[src/rtl/pipe_ctrl_chain_pkg.sv]
// Shared types and constants for the control-word pipeline and its long-op sequencer.
package pipe_ctrl_pkg;

  typedef enum logic [1:0] {
    LO_IDLE = 2'd0,
    LO_WAIT = 2'd1,
    LO_DONE = 2'd2
  } long_state_e;

  localparam int unsigned STG_E = 0;
  localparam int unsigned STG_M = 1;
  localparam int unsigned STG_W = 2;

endpackage

[src/rtl/pipe_ctrl_chain_if.sv]
// Handshake bundle between decode/hazard logic and the control pipeline.
interface pipe_ctrl_chain_if #(
  parameter int unsigned CTRL_W = 16,
  parameter int unsigned STAGES = 3
);

  logic [CTRL_W-1:0]        ctrlD;
  logic                     validD;
  logic                     longopD;
  logic [STAGES-1:0]        stall_i;
  logic [STAGES-1:0]        flush_i;
  logic                     long_done_i;
  logic [STAGES*CTRL_W-1:0] ctrl_o;
  logic [STAGES-1:0]        valid_o;
  logic                     long_start_o;
  logic                     stall_req_o;
  logic                     long_abort_o;
  logic                     long_timeout_o;

  modport master (
    output ctrlD, validD, longopD, stall_i, flush_i, long_done_i,
    input  ctrl_o, valid_o, long_start_o, stall_req_o, long_abort_o, long_timeout_o
  );

  modport slave (
    input  ctrlD, validD, longopD, stall_i, flush_i, long_done_i,
    output ctrl_o, valid_o, long_start_o, stall_req_o, long_abort_o, long_timeout_o
  );

endinterface

[src/rtl/pipe_ctrl_chain_long_op_fsm.sv]
// Long-op sequencer: start pulse, stage-0 hold, watchdog, abort on flush, sticky timeout.
module long_op_fsm
  import pipe_ctrl_pkg::*;
#(
  parameter int unsigned LONG_MAX = 64,
  parameter int unsigned CNT_W    = 7
) (
  input  logic clk,
  input  logic rst,
  input  logic go_i,
  input  logic flush0_i,
  input  logic ext_stall0_i,
  input  logic done_i,
  output logic hold_o,
  output logic start_o,
  output logic abort_o,
  output logic timeout_o
);

  long_state_e      state_q, state_d;
  logic [CNT_W-1:0] cnt_q, cnt_d;
  logic             timeout_q, timeout_d;
  logic             cnt_last;

  assign cnt_last  = (cnt_q == CNT_W'(LONG_MAX - 1));
  assign timeout_o = timeout_q;

  always_ff @(posedge clk or posedge rst) begin
    if (rst) begin
      state_q   <= LO_IDLE;
      cnt_q     <= '0;
      timeout_q <= 1'b0;
    end else begin
      state_q   <= state_d;
      cnt_q     <= cnt_d;
      timeout_q <= timeout_d;
    end
  end

  // Flush outranks done, done outranks the watchdog.
  always_comb begin
    state_d   = state_q;
    cnt_d     = cnt_q;
    timeout_d = timeout_q;
    case (state_q)
      LO_IDLE: begin
        if (go_i && !flush0_i) begin
          state_d = LO_WAIT;
          cnt_d   = '0;
        end
      end
      LO_WAIT: begin
        cnt_d = cnt_q + 1'b1;
        if (flush0_i) begin
          state_d = LO_IDLE;
        end else if (done_i) begin
          state_d = ext_stall0_i ? LO_DONE : LO_IDLE;
        end else if (cnt_last) begin
          state_d   = LO_IDLE;
          timeout_d = 1'b1;
        end
      end
      LO_DONE: begin
        if (flush0_i || !ext_stall0_i) state_d = LO_IDLE;
      end
      default: state_d = LO_IDLE;
    endcase
  end

  // Hold drops on the watchdog cycle so stage 0 leaves instead of re-triggering.
  always_comb begin
    hold_o  = 1'b0;
    start_o = 1'b0;
    abort_o = 1'b0;
    case (state_q)
      LO_IDLE: begin
        if (go_i && !flush0_i) begin
          start_o = 1'b1;
          hold_o  = 1'b1;
        end
      end
      LO_WAIT: begin
        hold_o  = !done_i && !cnt_last;
        abort_o = flush0_i;
      end
      default: ;
    endcase
  end

endmodule

[src/rtl/pipe_ctrl_chain.sv]
// Control-word pipeline after decode: per-stage stall/flush/valid plus long-op stage-0 hold.
module pipe_ctrl_chain
  import pipe_ctrl_pkg::*;
#(
  parameter int unsigned CTRL_W   = 16,
  parameter int unsigned STAGES   = 3,
  parameter int unsigned LONG_MAX = 64,
  localparam int unsigned CNT_W   = $clog2(LONG_MAX + 1)
) (
  input  logic clk,
  input  logic rst,
  pipe_ctrl_chain_if.slave bus
);

  logic [STAGES-1:0] ext;
  logic [STAGES-1:0] es;
  logic [STAGES-1:0] stg_valid;
  logic [CTRL_W-1:0] stg_ctrl [STAGES];
  logic              hold;
  logic              go;
  logic              longop0_q, longop0_d;

  // A stall at stage k freezes every earlier stage as well.
  always_comb begin
    ext = '0;
    for (int unsigned k = 0; k < STAGES; k++) begin
      ext[k] = |(bus.stall_i >> k);
    end
  end

  always_comb begin
    es        = ext;
    es[STG_E] = ext[STG_E] | hold;
  end

  for (genvar g = 0; g < STAGES; g++) begin : g_stage
    logic [CTRL_W-1:0] ctrl_q, ctrl_d, src_ctrl;
    logic              valid_q, valid_d, src_valid, bubble;

    if (g == 0) begin : g_head
      assign src_ctrl  = bus.ctrlD;
      assign src_valid = bus.validD;
      assign bubble    = 1'b0;
    end else begin : g_body
      assign src_ctrl  = stg_ctrl[g-1];
      assign src_valid = stg_valid[g-1];
      assign bubble    = es[g-1];
    end

    always_comb begin
      ctrl_d  = ctrl_q;
      valid_d = valid_q;
      if (bus.flush_i[g]) begin
        ctrl_d  = '0;
        valid_d = 1'b0;
      end else if (!es[g]) begin
        if (bubble) begin
          ctrl_d  = '0;
          valid_d = 1'b0;
        end else begin
          ctrl_d  = src_ctrl;
          valid_d = src_valid;
        end
      end
    end

    always_ff @(posedge clk or posedge rst) begin
      if (rst) begin
        ctrl_q  <= '0;
        valid_q <= 1'b0;
      end else begin
        ctrl_q  <= ctrl_d;
        valid_q <= valid_d;
      end
    end

    assign stg_ctrl[g]                     = ctrl_q;
    assign stg_valid[g]                    = valid_q;
    assign bus.ctrl_o[g*CTRL_W +: CTRL_W]  = ctrl_q;
  end

  assign bus.valid_o = stg_valid;

  always_comb begin
    longop0_d = longop0_q;
    if (bus.flush_i[STG_E]) begin
      longop0_d = 1'b0;
    end else if (!es[STG_E]) begin
      longop0_d = bus.longopD;
    end
  end

  always_ff @(posedge clk or posedge rst) begin
    if (rst) longop0_q <= 1'b0;
    else     longop0_q <= longop0_d;
  end

  assign go = stg_valid[STG_E] & longop0_q;

  long_op_fsm #(
    .LONG_MAX (LONG_MAX),
    .CNT_W    (CNT_W)
  ) u_long_op (
    .clk          (clk),
    .rst          (rst),
    .go_i         (go),
    .flush0_i     (bus.flush_i[STG_E]),
    .ext_stall0_i (ext[STG_E]),
    .done_i       (bus.long_done_i),
    .hold_o       (hold),
    .start_o      (bus.long_start_o),
    .abort_o      (bus.long_abort_o),
    .timeout_o    (bus.long_timeout_o)
  );

  assign bus.stall_req_o = hold;

endmodule

[src/flat_wrapper.sv]
// flat-port wrapper written by rule: the top's interface ports become plain ports
module pipe_ctrl_chain_flat import pipe_ctrl_pkg::*;
#(
  parameter int unsigned CTRL_W   = 16,
  parameter int unsigned STAGES   = 3,
  parameter int unsigned LONG_MAX = 64,
  localparam int unsigned CNT_W   = $clog2(LONG_MAX + 1)
)
  (clk, rst, bus_ctrlD, bus_validD, bus_longopD, bus_stall_i, bus_flush_i, bus_long_done_i, bus_ctrl_o, bus_valid_o, bus_long_start_o, bus_stall_req_o, bus_long_abort_o, bus_long_timeout_o);
  pipe_ctrl_chain_if #(.CTRL_W(CTRL_W), .STAGES(STAGES)) bus_i ();
  input  logic clk;
  input  logic rst;
  input wire logic [$bits(bus_i.ctrlD)-1:0] bus_ctrlD;
  input wire logic [$bits(bus_i.validD)-1:0] bus_validD;
  input wire logic [$bits(bus_i.longopD)-1:0] bus_longopD;
  input wire logic [$bits(bus_i.stall_i)-1:0] bus_stall_i;
  input wire logic [$bits(bus_i.flush_i)-1:0] bus_flush_i;
  input wire logic [$bits(bus_i.long_done_i)-1:0] bus_long_done_i;
  output wire logic [$bits(bus_i.ctrl_o)-1:0] bus_ctrl_o;
  output wire logic [$bits(bus_i.valid_o)-1:0] bus_valid_o;
  output wire logic [$bits(bus_i.long_start_o)-1:0] bus_long_start_o;
  output wire logic [$bits(bus_i.stall_req_o)-1:0] bus_stall_req_o;
  output wire logic [$bits(bus_i.long_abort_o)-1:0] bus_long_abort_o;
  output wire logic [$bits(bus_i.long_timeout_o)-1:0] bus_long_timeout_o;
  assign bus_i.ctrlD = bus_ctrlD;
  assign bus_i.validD = bus_validD;
  assign bus_i.longopD = bus_longopD;
  assign bus_i.stall_i = bus_stall_i;
  assign bus_i.flush_i = bus_flush_i;
  assign bus_i.long_done_i = bus_long_done_i;
  assign bus_ctrl_o = bus_i.ctrl_o;
  assign bus_valid_o = bus_i.valid_o;
  assign bus_long_start_o = bus_i.long_start_o;
  assign bus_stall_req_o = bus_i.stall_req_o;
  assign bus_long_abort_o = bus_i.long_abort_o;
  assign bus_long_timeout_o = bus_i.long_timeout_o;
  pipe_ctrl_chain #(.CTRL_W(CTRL_W), .STAGES(STAGES), .LONG_MAX(LONG_MAX)) u_core (.clk(clk), .rst(rst), .bus(bus_i));
endmodule
[config.mk]
export PLATFORM = sky130hd
export DESIGN_NAME = pipe_ctrl_chain_flat
export DESIGN_NICKNAME = d
export VERILOG_FILES = /design/src/rtl/pipe_ctrl_chain_pkg.sv /design/src/rtl/pipe_ctrl_chain_if.sv /design/src/rtl/pipe_ctrl_chain_long_op_fsm.sv /design/src/rtl/pipe_ctrl_chain.sv /design/src/flat_wrapper.sv
export SDC_FILE = /design/constraint.sdc
export NUM_CORES = 1
export LEC_CHECK = 0
export CAP_MARGIN = 10
export CORE_MARGIN = 5
export CORE_UTILIZATION = 25
export DETAILED_ROUTE_END_ITERATION = 16
export GPL_TIMING_DRIVEN = 0
export HOLD_SLACK_MARGIN = 0.12
export SLEW_MARGIN = 20
export SYNTH_ARGS = -nofsm -noshare
export SYNTH_HDL_FRONTEND = slang
export SYNTH_SLANG_ARGS = --single-unit
[constraint.sdc]
create_clock -name clk -period 2.3 [get_ports clk]
set_clock_uncertainty 0.15 [all_clocks]
set_input_delay 0.46 -clock clk [delete_from_list [all_inputs] [get_ports clk]]
set_output_delay 0.46 -clock clk [all_outputs]
set_load 0.05 [all_outputs]
# Yosys cells after proc, flatten, opt, wreduce, memory -nomap -nowiden
# Index checks and enable logic that the tools add are counted.
# word_totals
elab_cells	69
out_inout_bits	55
reg_bits	62
# op_classes
n_addsub	1
bitwise	4
mux	31
eq_ne	9
reduce_logical	14
# op_table
op	n
16-bit 2-to-1 mux	8
7-bit case mux with 2 select lines	1
1-bit 2-to-1 mux	13
2-bit 2-to-1 mux	6
2-bit != test (second input constant)	4
7-bit by 1-bit adder with 7-bit output (second input constant)	1
7-bit by 6-bit equality test with 1-bit output (second input constant)	1
7-bit 2-to-1 mux	1
2-bit case mux with 3 select lines	1
1-bit zero test	4
4-bit != test (second input constant)	1
4-bit AND reduction	1
3-bit AND reduction	1
3-bit OR reduction	1
2-bit by 1-bit equality test with 1-bit output (second input constant)	1
2-bit equality test (second input constant)	1
1-bit logical AND	2
2-bit zero test	1
2-bit by 1-bit != test with 1-bit output (second input constant)	1
1-bit NOT	2
1-bit case mux with 2 select lines	1
2-bit AND reduction	1
2-bit nonzero test	1
2-bit OR reduction	1
other kinds (3)	3

# Logic depth before layout (Yosys ltp)
# depth
ltp_word	8
ltp_mapped	6
ltp_nobuf	5

# Cells and area by module
# A second synthesis with hierarchy kept.
# hier_totals
hier_cells	223
hier_area_um2	2777.7
# modules_own_cells
module	area_per_inst_um2	instances	cells_each	seq_area_each_um2
pipe_ctrl_chain	2205.9	1	164	1301.2
long_op_fsm	571.8	1	59	250.2

# Worst setup path before layout
# OpenSTA, ideal clock, no wires.
# synth_timing
path_type	reg-to-output
startpoint	register u_core.u_long_op.cnt_q[0]
endpoint	output port bus_stall_req_o
arrival_ps	1952
slack_ps	-262
path_stages_with_launch	5
path_cell_list	dfrtp_1 -> ha_1 -> nand3_1 -> nor3_1 -> o21ai_0
# synth_via
elab_chain_cells	4
# synth_lines
element	line_no	text
from (decl)	pipe_ctrl_chain_long_op_fsm.sv:21	logic [CNT_W-1:0] cnt_q, cnt_d;
from (signal assigned)	pipe_ctrl_chain_long_op_fsm.sv:35	cnt_q <= cnt_d;
7-bit by 6-bit equality test with 1-bit output	pipe_ctrl_chain_long_op_fsm.sv:25	assign cnt_last = (cnt_q == CNT_W'(LONG_MAX - 1));
1-bit zero test	pipe_ctrl_chain_long_op_fsm.sv:83	hold_o = !done_i && !cnt_last;
1-bit logical AND	pipe_ctrl_chain_long_op_fsm.sv:83	
1-bit case mux with 2 select lines	pipe_ctrl_chain_long_op_fsm.sv:75	case (state_q)
to (decl)	flat_wrapper.sv:22	output wire logic [$bits(bus_i.stall_req_o)-1:0] bus_stall_req_o;
# No other way between the ends.

# Worst setup path in the final report
# layout_timing
startpoint	input port bus_flush_i[0]
endpoint	output port bus_long_start_o
# layout_via
elab_chain_cells	4
# layout_lines
element	line_no	text
from (decl)	flat_wrapper.sv:17	input wire logic [$bits(bus_i.flush_i)-1:0] bus_flush_i;
1-bit zero test	pipe_ctrl_chain_long_op_fsm.sv:77	if (go_i && !flush0_i) begin
1-bit logical AND	pipe_ctrl_chain_long_op_fsm.sv:77	
1-bit 2-to-1 mux	pipe_ctrl_chain_long_op_fsm.sv:77	
1-bit 2-to-1 mux	pipe_ctrl_chain_long_op_fsm.sv:75	
to (decl)	flat_wrapper.sv:21	output wire logic [$bits(bus_i.long_start_o)-1:0] bus_long_start_o;
# No other way between the ends.

==> metrics.md <==
| Metric | Value |
|---|---|
| Outcome | completed |
| Via count | 1,850 |
| Mean number of vias per cell | 4.47 |
| Top-count cell post-synth | dfrtp_1 |
| Initial antenna violation count | 0 |
| Layout cells sized above 1 | 14.6% |
| Tmin final | 2.24 ns |
| Starting Density | 25.2% |
| Post-layout util | 38.2% |
| Synth top area share | 64.0% |
| Post-Syn Area | 2420 µm² |
| Final HPWL DP | 4790 µm |
| Hold_ws | 0.324 ns |
| CTS clk-pin slew, worst paths | 0.06 ns |
| Synth async-reset ratio | 100% |
| Max-Cap Viols | 0 |
| Die Ht | 108 µm |
| Yosys warns | 0 |
| Crit. End Element | output pin |
| Pin count of the biggest net entering global routing | 33 |
| Rel. slew slack | 47.4% |
| Worst Path Arrival | 1.63 ns |
| Synth-to-Final Area Change | 51.3% |
| Number of distinct library cells after synthesis | 30 |
| Post-synth top cells | 62 x dfrtp_1, 53 x a22o_1, 8 x nand2_1, 8 x o21ai_0 |
| Total chip power | 2310 µW |
| Total grt overflow | 0 |
| Critical Path Fanout Max | 6 |
| Unrepaired setup endpoints after global routing | true |
| GRT Total Usage | 11.2% |
| Setup crit end | bus_long_start_o |
| Vias in the first global route | 1,875 |
| RR Startpoint | u_core.u_long_op.cnt_q[0]$_DFFE_PP0P_ |
| IO buf count | 81 |
| Number of CTS-inserted buffers | 9 |
| Clock Latency Late Sink | 0.34 ns |
| # hold bufs at CTS | 0 |
| Worst Path Required | 1.69 ns |
| Clock sinks | 62 |
| Total wire length | 6340 µm |
| First-pass GRT wire length | 10,100 µm |
| Period utilization | 97.6% |
| Leak pwr | 0.00164 µW |
| PD cells | 629 nW/µm² |
| # IOs | 82 |
| Worst hold-check path type | in2async |
| Setup Crit Path Kind | in2out |
| Fin cells | 414 |
| Row cnt | 36 |
| Post-Layout Inst Area | 3670 µm² |
| CTS tree | built |
| Nature of the critical path startpoint | primary input |
| Root Driver | clkbuf_8 |
| Max Clock Freq | 446 MHz |
| Synthesized Nets | 209 |
| Number of synthesized register bits | 62 |
| Final Max Slew Viols | 0 |
| Final hold vios | 0 |
| Antenna-violating nets left | 0 |
| NumNets Final | 304 |
| Biggest area consumer among synthesized cells | dfrtp_1 |
| Reg2reg setup slack | 0.15 ns |
| Placed instance count | 396 |
| Area after DPL | 3420 µm² |
| H-tree depth | 3 |
| Seq/Total Area, Yosys | 64.0% |
| Die area | 11,800 µm² |
| Ant. Diodes | 0 |
| Drt wl/cell | 15.3 µm |
| Reg2reg end | u_core.g_stage[0].ctrl_q[3]$_DFFE_PP0P_ |
| Core Box Area | 9590 µm² |
| Die W | 108 µm |
| Initial DRC Count | 80 |
| DRC viols | 0 |
| Drt pass-1 iters | 4 |
| R2R cell count | 6 |
| Final setup violation count | 0 |
| Mean post-synth cell area | 13.4 µm² |
| Max VDD drop | 0.205 mV |
| Critical path origin | bus_flush_i[0] |
| Post-synth EDFFs | 0 |
| Fillers | 935 |
| Clock buffer depth | 2 |
| Slew @ Worst Pin | 0.783 ns |
| Synth area leaders | dfrtp_1 64%, a22o_1 19%, o21ai_0 1.7%, nor3_2 1.2%, buf_4 1.2% |
| Dominant synthesized flop cell | dfrtp_1 |
| Cells after synthesis | 181 |
| Routability cong. | 0.771 |
[layer usage]
metal / track usage (%) / up-vias / routed length [µm]
met4: 4.60 / 0 / 99
li1: - / 887 / -
met2: 17.3 / 48 / 3080
met3: 3.46 / 8 / 289
met5: 0 / - / 0
met1: 14.6 / 907 / 2870
[stage by stage]
| step | setup slack (ns) | setup TNS, ns |
|---|---|---|
| floorplan | 0.120 | 0 |
| global placement | -0.977 | -71.32 |
| detailed placement | -0.895 | -10.93 |
| CTS | -0.00283 | -0.00283 |
| global route | -0.0613 | -0.893 |
| finish | 0.0558 | 0 |
[cell usage in the layout, fill, tap and decap left out, drive strengths merged, types with 2 or more instances in the layout]
cell,netlist,routed
a21o,2,2
a22o,53,53
buf,6,11
clkbuf,4,17
clkdlybuf4s50,0,75
clkinv,0,2
dfrtp,62,62
dlygate4sd2,0,2
inv,4,4
nand2,8,8
nand3,3,3
nor2,4,4
nor2b,3,3
nor3,6,6
o21a,2,2
o21ai,8,8
o31ai,3,3
[how the worst min path moves through the flow]
stage | to | slack (ns) | depth (start not counted)
global placement | u_core.u_long_op.timeout_o$_DFFE_PP0P_ | 0.31 | 1
finish | u_core.g_stage[0].ctrl_q[5]$_DFFE_PP0P_ | 0.32 | 2
detailed placement | u_core.u_long_op.timeout_o$_DFFE_PP0P_ | 0.30 | 1
floorplan | u_core.longop0_q$_DFFE_PP0P_ | 0.32 | 1
global route | u_core.g_stage[0].ctrl_q[8]$_DFFE_PP0P_ | 0.35 | 2
CTS | u_core.g_stage[0].ctrl_q[8]$_DFFE_PP0P_ | 0.32 | 2
[where the power goes]
group	switching, µW	internal [µW]	total (µW)
registers	41.9	1120	1170
clock network	415	476	891
logic	146	103	249
total	603	1700	2310
[cells by family after synthesis]
kind of cell	count (synthesis)	share of synthesized area, %
fa+ha+maj	1	0.516
flops	62	64.0
compound gates	72	24.7
xor+xnor	1	0.362
buf+inv	14	3.15
simple gates	31	7.18
[worst max-delay path, cell delays in order]
cell           delay [ns]
dlygate4sd2_1        0.31
nand3b_1             0.22
or3_4                0.38
inv_1                0.07
buf_4                0.19
[final cells by class]
| type | instances | area [µm²] | share of cell area [%] |
|---|---|---|---|
| flip-flops and latches | 62 | 1550 | 42.3 |
| clock inverters | 3 | 17.5 | 0.478 |
| multi-input cells | 105 | 837 | 22.8 |
| repair buffers | 84 | 846 | 23.1 |
| well taps | 133 | 166 | 4.54 |
| plain buffers | 10 | 61.3 | 1.67 |
| inverters | 4 | 17.5 | 0.478 |
| clock buffers | 13 | 169 | 4.61 |
[repair_timing]
action / in CTS / in global routing
hold endpoints to repair: 0 / 0
cloned: 0 / 0
resized for setup: 23 / 6
pin swaps: 1 / 0
buffers inserted: 0 / 2
endpoints found under the setup margin: 4 / 23
[sequential cells by signal, summed over array words and instances, names as in the netlist]
register                    flops
u_core.u_long_op.cnt_q          7
u_core.g_stage.ctrl_q          48
u_core.g_stage.valid_q          3
u_core.u_long_op.state_q        2
u_core.longop0_q                1
u_core.u_long_op.timeout_o      1
Power figures use the tool's default switching activity.
